File: src/rtl/ps2_pkg.sv
// Shared PS/2 definitions for the mouse receiver and its companion transmitter.
package ps2_pkg;

  typedef enum logic [1:0] {
    IDLE  = 2'd0,
    SHIFT = 2'd1,
    DONE  = 2'd2
  } ps2_state_t;

  localparam int PS2_FRAME_BITS = 11;

  localparam logic [1:0] ERR_NONE   = 2'b00;
  localparam logic [1:0] ERR_PARITY = 2'b01;
  localparam logic [1:0] ERR_FRAME  = 2'b10;

  // Inter-edge timeout: 2 ms at 100 MHz, shortened for simulation builds.
`ifdef SIMULATION
  localparam int PS2_TIMEOUT_CYCLES = 2_000;
`else
  localparam int PS2_TIMEOUT_CYCLES = 200_000;
`endif

endpackage

File: src/rtl/ps2_sync_edge.sv
// Two-flop synchronisers on the raw PS/2 clock and data lines plus clock falling-edge detect.
module ps2_sync_edge (
  input  logic clk,
  input  logic rst_n,
  input  logic ps2_clk,
  input  logic ps2_data,
  output logic data_sync,
  output logic fall_edge
);

  logic [1:0] clk_sync;
  logic       clk_prev;
  logic       data_meta;

  // Everything resets to 1 so an idle bus never looks like an edge.
  always_ff @(posedge clk or negedge rst_n) begin
    if (!rst_n) begin
      clk_sync  <= 2'b11;
      clk_prev  <= 1'b1;
      data_meta <= 1'b1;
      data_sync <= 1'b1;
    end else begin
      clk_sync  <= {clk_sync[0], ps2_clk};
      clk_prev  <= clk_sync[1];
      data_meta <= ps2_data;
      data_sync <= data_meta;
    end
  end

  assign fall_edge = clk_prev & ~clk_sync[1];

endmodule

File: src/rtl/ps2_mouse_receiver.sv
// PS/2 device-to-host frame receiver feeding the mouse master state machine.
// state | meaning
// IDLE  | waiting for a start-bit edge while READ_ENABLE is high
// SHIFT | collecting bits 1..10; aborts on timeout or READ_ENABLE low
// DONE  | one cycle: BYTE_READY high, outputs just loaded
module ps2_mouse_receiver
  import ps2_pkg::*;
#(
  parameter int TIMEOUT_CYCLES = PS2_TIMEOUT_CYCLES
) (
  input  logic       CLK,
  input  logic       RESET,
  input  logic       CLK_MOUSE_IN,
  input  logic       DATA_MOUSE_IN,
  input  logic       READ_ENABLE,
  output logic [7:0] BYTE_READ,
  output logic [1:0] BYTE_ERROR_CODE,
  output logic       BYTE_READY
);

  localparam int TW = $clog2(TIMEOUT_CYCLES);

  ps2_state_t                  state;
  logic [3:0]                  bit_cnt;
  logic [TW-1:0]               timer;
  logic [PS2_FRAME_BITS-2:0]   shift_reg;
  logic                        data_sync;
  logic                        fall_edge;
  logic                        last_edge;
  logic                        parity_err;
  logic                        frame_err;

  ps2_sync_edge u_sync (
    .clk       (CLK),
    .rst_n     (RESET),
    .ps2_clk   (CLK_MOUSE_IN),
    .ps2_data  (DATA_MOUSE_IN),
    .data_sync (data_sync),
    .fall_edge (fall_edge)
  );

  // The stop bit is never stored: it is checked straight off the line on the final edge.
  assign last_edge  = (bit_cnt == 4'(PS2_FRAME_BITS - 1));
  assign parity_err = ~^shift_reg[9:1];
  assign frame_err  = shift_reg[0] | ~data_sync;

  always_ff @(posedge CLK or negedge RESET) begin
    if (!RESET) begin
      state           <= IDLE;
      bit_cnt         <= '0;
      timer           <= '0;
      shift_reg       <= '0;
      BYTE_READ       <= 8'h00;
      BYTE_ERROR_CODE <= ERR_NONE;
      BYTE_READY      <= 1'b0;
    end else begin
      BYTE_READY <= 1'b0;
      case (state)
        IDLE: begin
          bit_cnt <= '0;
          timer   <= '0;
          if (fall_edge && READ_ENABLE) begin
            shift_reg <= {{(PS2_FRAME_BITS-2){1'b0}}, data_sync};
            bit_cnt   <= 4'd1;
            state     <= SHIFT;
          end
        end
        SHIFT: begin
          if (!READ_ENABLE) begin
            state   <= IDLE;
            bit_cnt <= '0;
            timer   <= '0;
          end else if (fall_edge) begin
            timer   <= '0;
            bit_cnt <= bit_cnt + 4'd1;
            if (last_edge) begin
              state           <= DONE;
              BYTE_READ       <= shift_reg[8:1];
              BYTE_ERROR_CODE <= (parity_err ? ERR_PARITY : ERR_NONE) |
                                 (frame_err  ? ERR_FRAME  : ERR_NONE);
              BYTE_READY      <= 1'b1;
            end else begin
              shift_reg[bit_cnt] <= data_sync;
            end
          end else if (timer == TW'(TIMEOUT_CYCLES - 1)) begin
            state   <= IDLE;
            bit_cnt <= '0;
            timer   <= '0;
          end else begin
            timer <= timer + 1'b1;
          end
        end
        DONE: begin
          state   <= IDLE;
          bit_cnt <= '0;
          timer   <= '0;
        end
        default: begin
          state   <= IDLE;
          bit_cnt <= '0;
          timer   <= '0;
        end
      endcase
    end
  end

endmodule

File: config.mk
export PLATFORM = sky130hd
export DESIGN_NAME = ps2_mouse_receiver
export DESIGN_NICKNAME = d
export VERILOG_FILES = /design/src/rtl/ps2_pkg.sv /design/src/rtl/ps2_sync_edge.sv /design/src/rtl/ps2_mouse_receiver.sv
export SDC_FILE = /design/constraint.sdc
export NUM_CORES = 1
export LEC_CHECK = 0
export CAP_MARGIN = 0
export CORE_AREA = 2 2 73 75
export CTS_CLUSTER_DIAMETER = 40
export CTS_CLUSTER_SIZE = 16
export DETAILED_ROUTE_END_ITERATION = 6
export DIE_AREA = 0 0 75 77
export PLACE_DENSITY_LB_ADDON = 0.2
export SLEW_MARGIN = 10
export SYNTH_ARGS = -nofsm -noshare
export SYNTH_HDL_FRONTEND = slang
export SYNTH_SLANG_ARGS = --single-unit
File: constraint.sdc
create_clock -name CLK -period 2.2 [get_ports CLK]
set_clock_uncertainty 0.1 [all_clocks]
set_input_delay 0.55 -clock CLK [delete_from_list [all_inputs] [get_ports CLK]]
set_output_delay 0.55 -clock CLK [all_outputs]
set_load 0.02 [all_outputs]
Yosys cells after proc, flatten, opt, wreduce, memory -nomap -nowiden. Index checks and enable logic that the tools add are counted.

Output and inout port bits: 11. Register bits: 50. Word-level logic and storage cells: 66. Bits of input ports: 5.

Eq/ne operators: 9. $lt $le $gt $ge: 2. Bitwise logic cells: 5. Reduce and logical (&&, ||, !) cells: 8. Mux-type cells: 29. $add $sub $neg: 2.

Operators by type and width (count): 2-to-1 mux 18 bit (4); 2-to-1 mux 10 bit (4); case mux 10 bit (2 select lines) (1); adder 18 x 1 -> 18 bit (second input constant) (1); == test 18 bit (second input constant) (1); 2-to-1 mux 2 bit (6); 2-to-1 mux 4 bit (3); bitwise mux 10 bit (1); XNOR reduction 9 bit (1); inequality test 2 bit (second input constant) (4); inequality test 4 bit (second input constant) (2); case mux 4 bit (2 select lines) (1); 2-to-1 mux 1 bit (7); less-than comparator 4 x 5 -> 1 bit (second input constant) (1); AND reduction 5 bit (1); adder 4 x 1 -> 4 bit (second input constant) (1); demux 1 bit (select 4 bit) (1); == test 4 bit (second input constant) (1); >= comparator 4 x 1 -> 1 bit (second input constant) (1); case mux 2 bit (2 select lines) (1); AND reduction 4 bit (1); AND reduction 3 bit (1); == test 2 x 1 -> 1 bit (second input constant) (1); logical AND 1 bit (2); 6 further kinds (7).

Logic depth before layout (Yosys ltp).
Word-level depth: 9. Depth in mapped cells: 6. Mapped depth without buffers: 5.

Hierarchy. A second synthesis with hierarchy kept.

Cell total of the unflattened synthesis: 215. Area, all modules: 2387.3 um^2.

By module, submodules not included: ps2_mouse_receiver (area each 2242.2 um^2, cells each 209, times used 1, sequential area each 1126.1 um^2); ps2_sync_edge (area each 145.1 um^2, cells each 6, times used 1, sequential area each 131.4 um^2).

Worst setup path before layout. Ideal clock, no wire load.

Path type: register to register. Start point: register u_sync.clk_prev. End point: register BYTE_ERROR_CODE[1]. Arrival time: 1.527 ns. Required time: 1.975 ns. Period minus slack after synthesis: 1.751 ns. Path slack: 0.449 ns. Stages on the path, launching flop included: 6. Setup time: 0.125 ns. Cells stage by stage: dfstp_2 nand2b_1 nor2_1 and3_1 buf_6 mux2_2.

Word-level cells in the longest chain between the ends: 2.

Ends and longest elaborated chain: start: declaration (line ps2_sync_edge.sv:12) `logic clk_prev;`; start signal: assignment (line ps2_sync_edge.sv:24) `clk_prev <= clk_sync[1];`; AND 1 bit (line ps2_sync_edge.sv:30) `assign fall_edge = clk_prev & ~clk_sync[1];`; AND reduction 4 bit (no source line); end signal: assignment (line ps2_mouse_receiver.sv:79) `BYTE_ERROR_CODE <= (parity_err ? ERR_PARITY : ERR_NONE) |`; end: declaration (line ps2_mouse_receiver.sv:17) `output logic [1:0] BYTE_ERROR_CODE,`.

Every way passes these cells. A chain may end at the register's enable or synchronous reset.

Worst setup path in the final report.
Start point: register BYTE_READ[3]. End point: output BYTE_READ[3].

RTL lines: start: declaration (line ps2_mouse_receiver.sv:16) `output logic [7:0] BYTE_READ,`; start signal: assignment (line ps2_mouse_receiver.sv:78) `BYTE_READ <= shift_reg[8:1];`.

No word-level cell between the ends.

==> flow_summary.json <==
{
  "outcome": "finished with violations",
  "violations": "hold timing",
  "synthAdderAreaFrac_pct": 2.62,
  "seqPwrFrac_pct": 60.3,
  "finalMaxSlewViolations": 0,
  "die_x_um": 75,
  "cp-end-kind": "output pin",
  "syn-num-nets": 229,
  "antenna_cells": 0,
  "slew_headroom_pct": 67.8,
  "place_area_sq_um": 2640,
  "hold_viol": 4,
  "yosysTopAreaCell": "dfrtp_1",
  "muxShareOfSynthArea_pct": 5.19,
  "min_path_type": "input port to async pin",
  "crit_family": "buffers and inverters",
  "yosysSeqAreaShare_pct": 52.7,
  "track_usage_pct": 16.3,
  "syn_to_final_growth_pct": 14.3,
  "tightest_slew_ns": 0.481,
  "cts_tree": "yes",
  "io_buffers": 15,
  "synth_top_area_share_pct": 47.2,
  "cap_violations": 0,
  "ant_nets": 0,
  "ys_ff_latch": 50,
  "num_vias": 1640,
  "grt_max_degree": 42,
  "n_fill_cell": 455,
  "grt_pass1_vias": 1603,
  "async_flop_share_pct": 100,
  "cts_buffers": 5,
  "fin_crit_ns": 1.93,
  "postCtsHoldBufs": 0,
  "crit_arrival_ns": 1.28,
  "crit_type": "flip-flop to output pin",
  "start_util_pct": 47.9,
  "synth_top_family_by_area": "simple AND/OR/NAND/NOR gates",
  "gp_congestion": 0.803,
  "dr.pass1.iters": 4,
  "io_pins": 16,
  "synthFlopType": "dfrtp_1",
  "synth-xor-area-share_pct": 7.55,
  "synth-edff-count": 0,
  "wl_per_cell_um": 13.2,
  "fmax_mhz": 519,
  "antenna_found_initial": 0,
  "layout.nets": 250,
  "drtIter0Drc": 118,
  "cts_sinks": 50,
  "crit_fanout": 2,
  "dp_hpwl_um": 2850,
  "ctsResizeCount": 0,
  "drive_gt1_share_pct": 15.4,
  "p_comb_share_pct": 4.6,
  "holdWs_ns": -0.00161,
  "path_clk_slew_ns": 0.08,
  "swShare_pct": 22.2,
  "critical_path_required_ns": 1.55,
  "h-tree-depth": 2,
  "avgViaCountPerCell": 5.27,
  "synth_simple_gate_area_share_pct": 17.4,
  "wirelength_um": 4090,
  "die_h_um": 77,
  "slowest_delay_ns": 0.61,
  "start_kind": "flip-flop",
  "ys_warn_count": 0,
  "syn_inst": 219,
  "grt_pass1_wl_um": 7350,
  "root_buffer": "clkbuf_8",
  "p_sw_mw": 0.347,
  "largest_register_ffs": 18,
  "path_buf_inv": 1,
  "clk_latency_ns": 0.30,
  "intPower_mw": 1.21,
  "clockPowerShare_pct": 35.1,
  "clockBufferDepth": 2,
  "drc_errors": 0,
  "final_cell_mix": "dfrtp_1 (45), o21ai_0 (23), nor2_1 (18)",
  "synthTopCellsByArea": "dfrtp_1 (47%), dfstp_2 (5.5%), mux2_2 (5.2%)",
  "placed_cells": 303,
  "grt_overflow": 0,
  "post-cts-setup-buffer-count": 0,
  "mappedNetlistArea_sq_um": 2390,
  "cellPowerDensity_nw_per_um2": 573,
  "leakage_nw": 1.21,
  "dieArea_sq_um": 5780,
  "ir_worst_vdd_mv": 0.325,
  "core_sq_um": 4980,
  "final_common_cell": "dfrtp_1",
  "rsz0062_at_grt": "no",
  "p_total_mw": 1.56,
  "synth_cell_types": 38,
  "rows": 26,
  "instances_no_fill": 311,
  "synth-compound-area-share_pct": 10.4,
  "r2r_start": "timer[13]",
  "slowest_stage": "clkdlybuf4s50_1",
  "cp_cell_sequence": "clkdlybuf4s50_1",
  "avgSynthCellArea_sq_um": 10.9,
  "design_area_sq_um": 2730,
  "period_share_pct": 87.6,
  "finalSetupViolCount": 0,
  "cp-startpoint": "BYTE_READ[3]"
}
Yosys cell counts, types with 2 or more instances:
master     count
a21oi_1       15
and2_1         3
and3_1         4
buf_2          4
buf_6          4
dfrtp_1       45
dfstp_2        5
ha_1           5
inv_1          8
mux2_2        11
nand2_1        9
nand2b_1       3
nand3_1        9
nand4_1        9
nor2_1        18
nor2b_1        3
o2111ai_1      2
o21ai_0       23
or3_1          4
xnor2_1        6
xor2_1        12
cell families (layout without fill, tap and decap cells):
group	count (synthesis)	after routing
XOR/XNOR	19	19
adder cells (fa/ha/maj)	5	5
AND/OR/NAND/NOR	72	72
multiplexers	11	11
buffers and inverters	17	39
AO/OA/AOI/OAI	45	45
flip-flops	50	50
power by group through the flow:
| stage | combinational [mW] | sequential [mW] | clock [mW] |
|---|---|---|---|
| after floorplan | 0.0369 | 0.958 | 0 |
| after global placement | 0.0740 | 0.959 | 0 |
| after detailed placement | 0.0743 | 0.960 | 0 |
| after CTS | 0.0749 | 0.942 | 0.569 |
| after global routing | 0.0841 | 0.944 | 0.597 |
| final | 0.0725 | 0.942 | 0.548 |
through the flow:
stage | worst slack, ns | util, % | setup TNS [ns]
2_1_floorplan | 0.449 | - | 0
3_3_place_gp | 0.0283 | 52.9 | 0
3_5_place_dp | -0.00425 | 52.9 | -0.00425
4_1_cts | 0.262 | 54.8 | 0
5_1_grt | 0.181 | 54.8 | 0
6_report | 0.273 | 54.8 | 0
layout make-up:
cell class / count / area (sq um) / area share, %
Clock inverter: 1 / 5.00 / 0.184
Timing Repair Buffer: 23 / 230 / 8.44
Multi-Input combinational cell: 152 / 1030 / 37.8
Clock buffer: 7 / 86.3 / 3.17
Sequential cell: 50 / 1260 / 46.1
Tap cell: 70 / 87.6 / 3.21
Inverter: 8 / 30.0 / 1.10
worst paths after layout:
path,slack [ns],end,cells past startpoint
max in group asynchronous,1.45,u_sync.clk_prev,2
worst max-delay path,0.27,BYTE_READ[3],1
worst min-delay path,-0.002,BYTE_READ[4],1
min in group CLK,0.26,u_sync.data_sync,0
worst min register to register,0.26,u_sync.data_sync,0
worst max register to register,0.35,timer[3],4
layer usage:
layer / GRT usage (%) / part of all wire, % / up-vias
li1: - / - / 815
met1: 23.1 / 49 / 792
met2: 24.1 / 47 / 27
met3: 4.34 / 3.3 / 6
met4: 5.36 / 1.6 / 0
met5: 0 / 0 / -
Power figures use the tool's default switching activity.
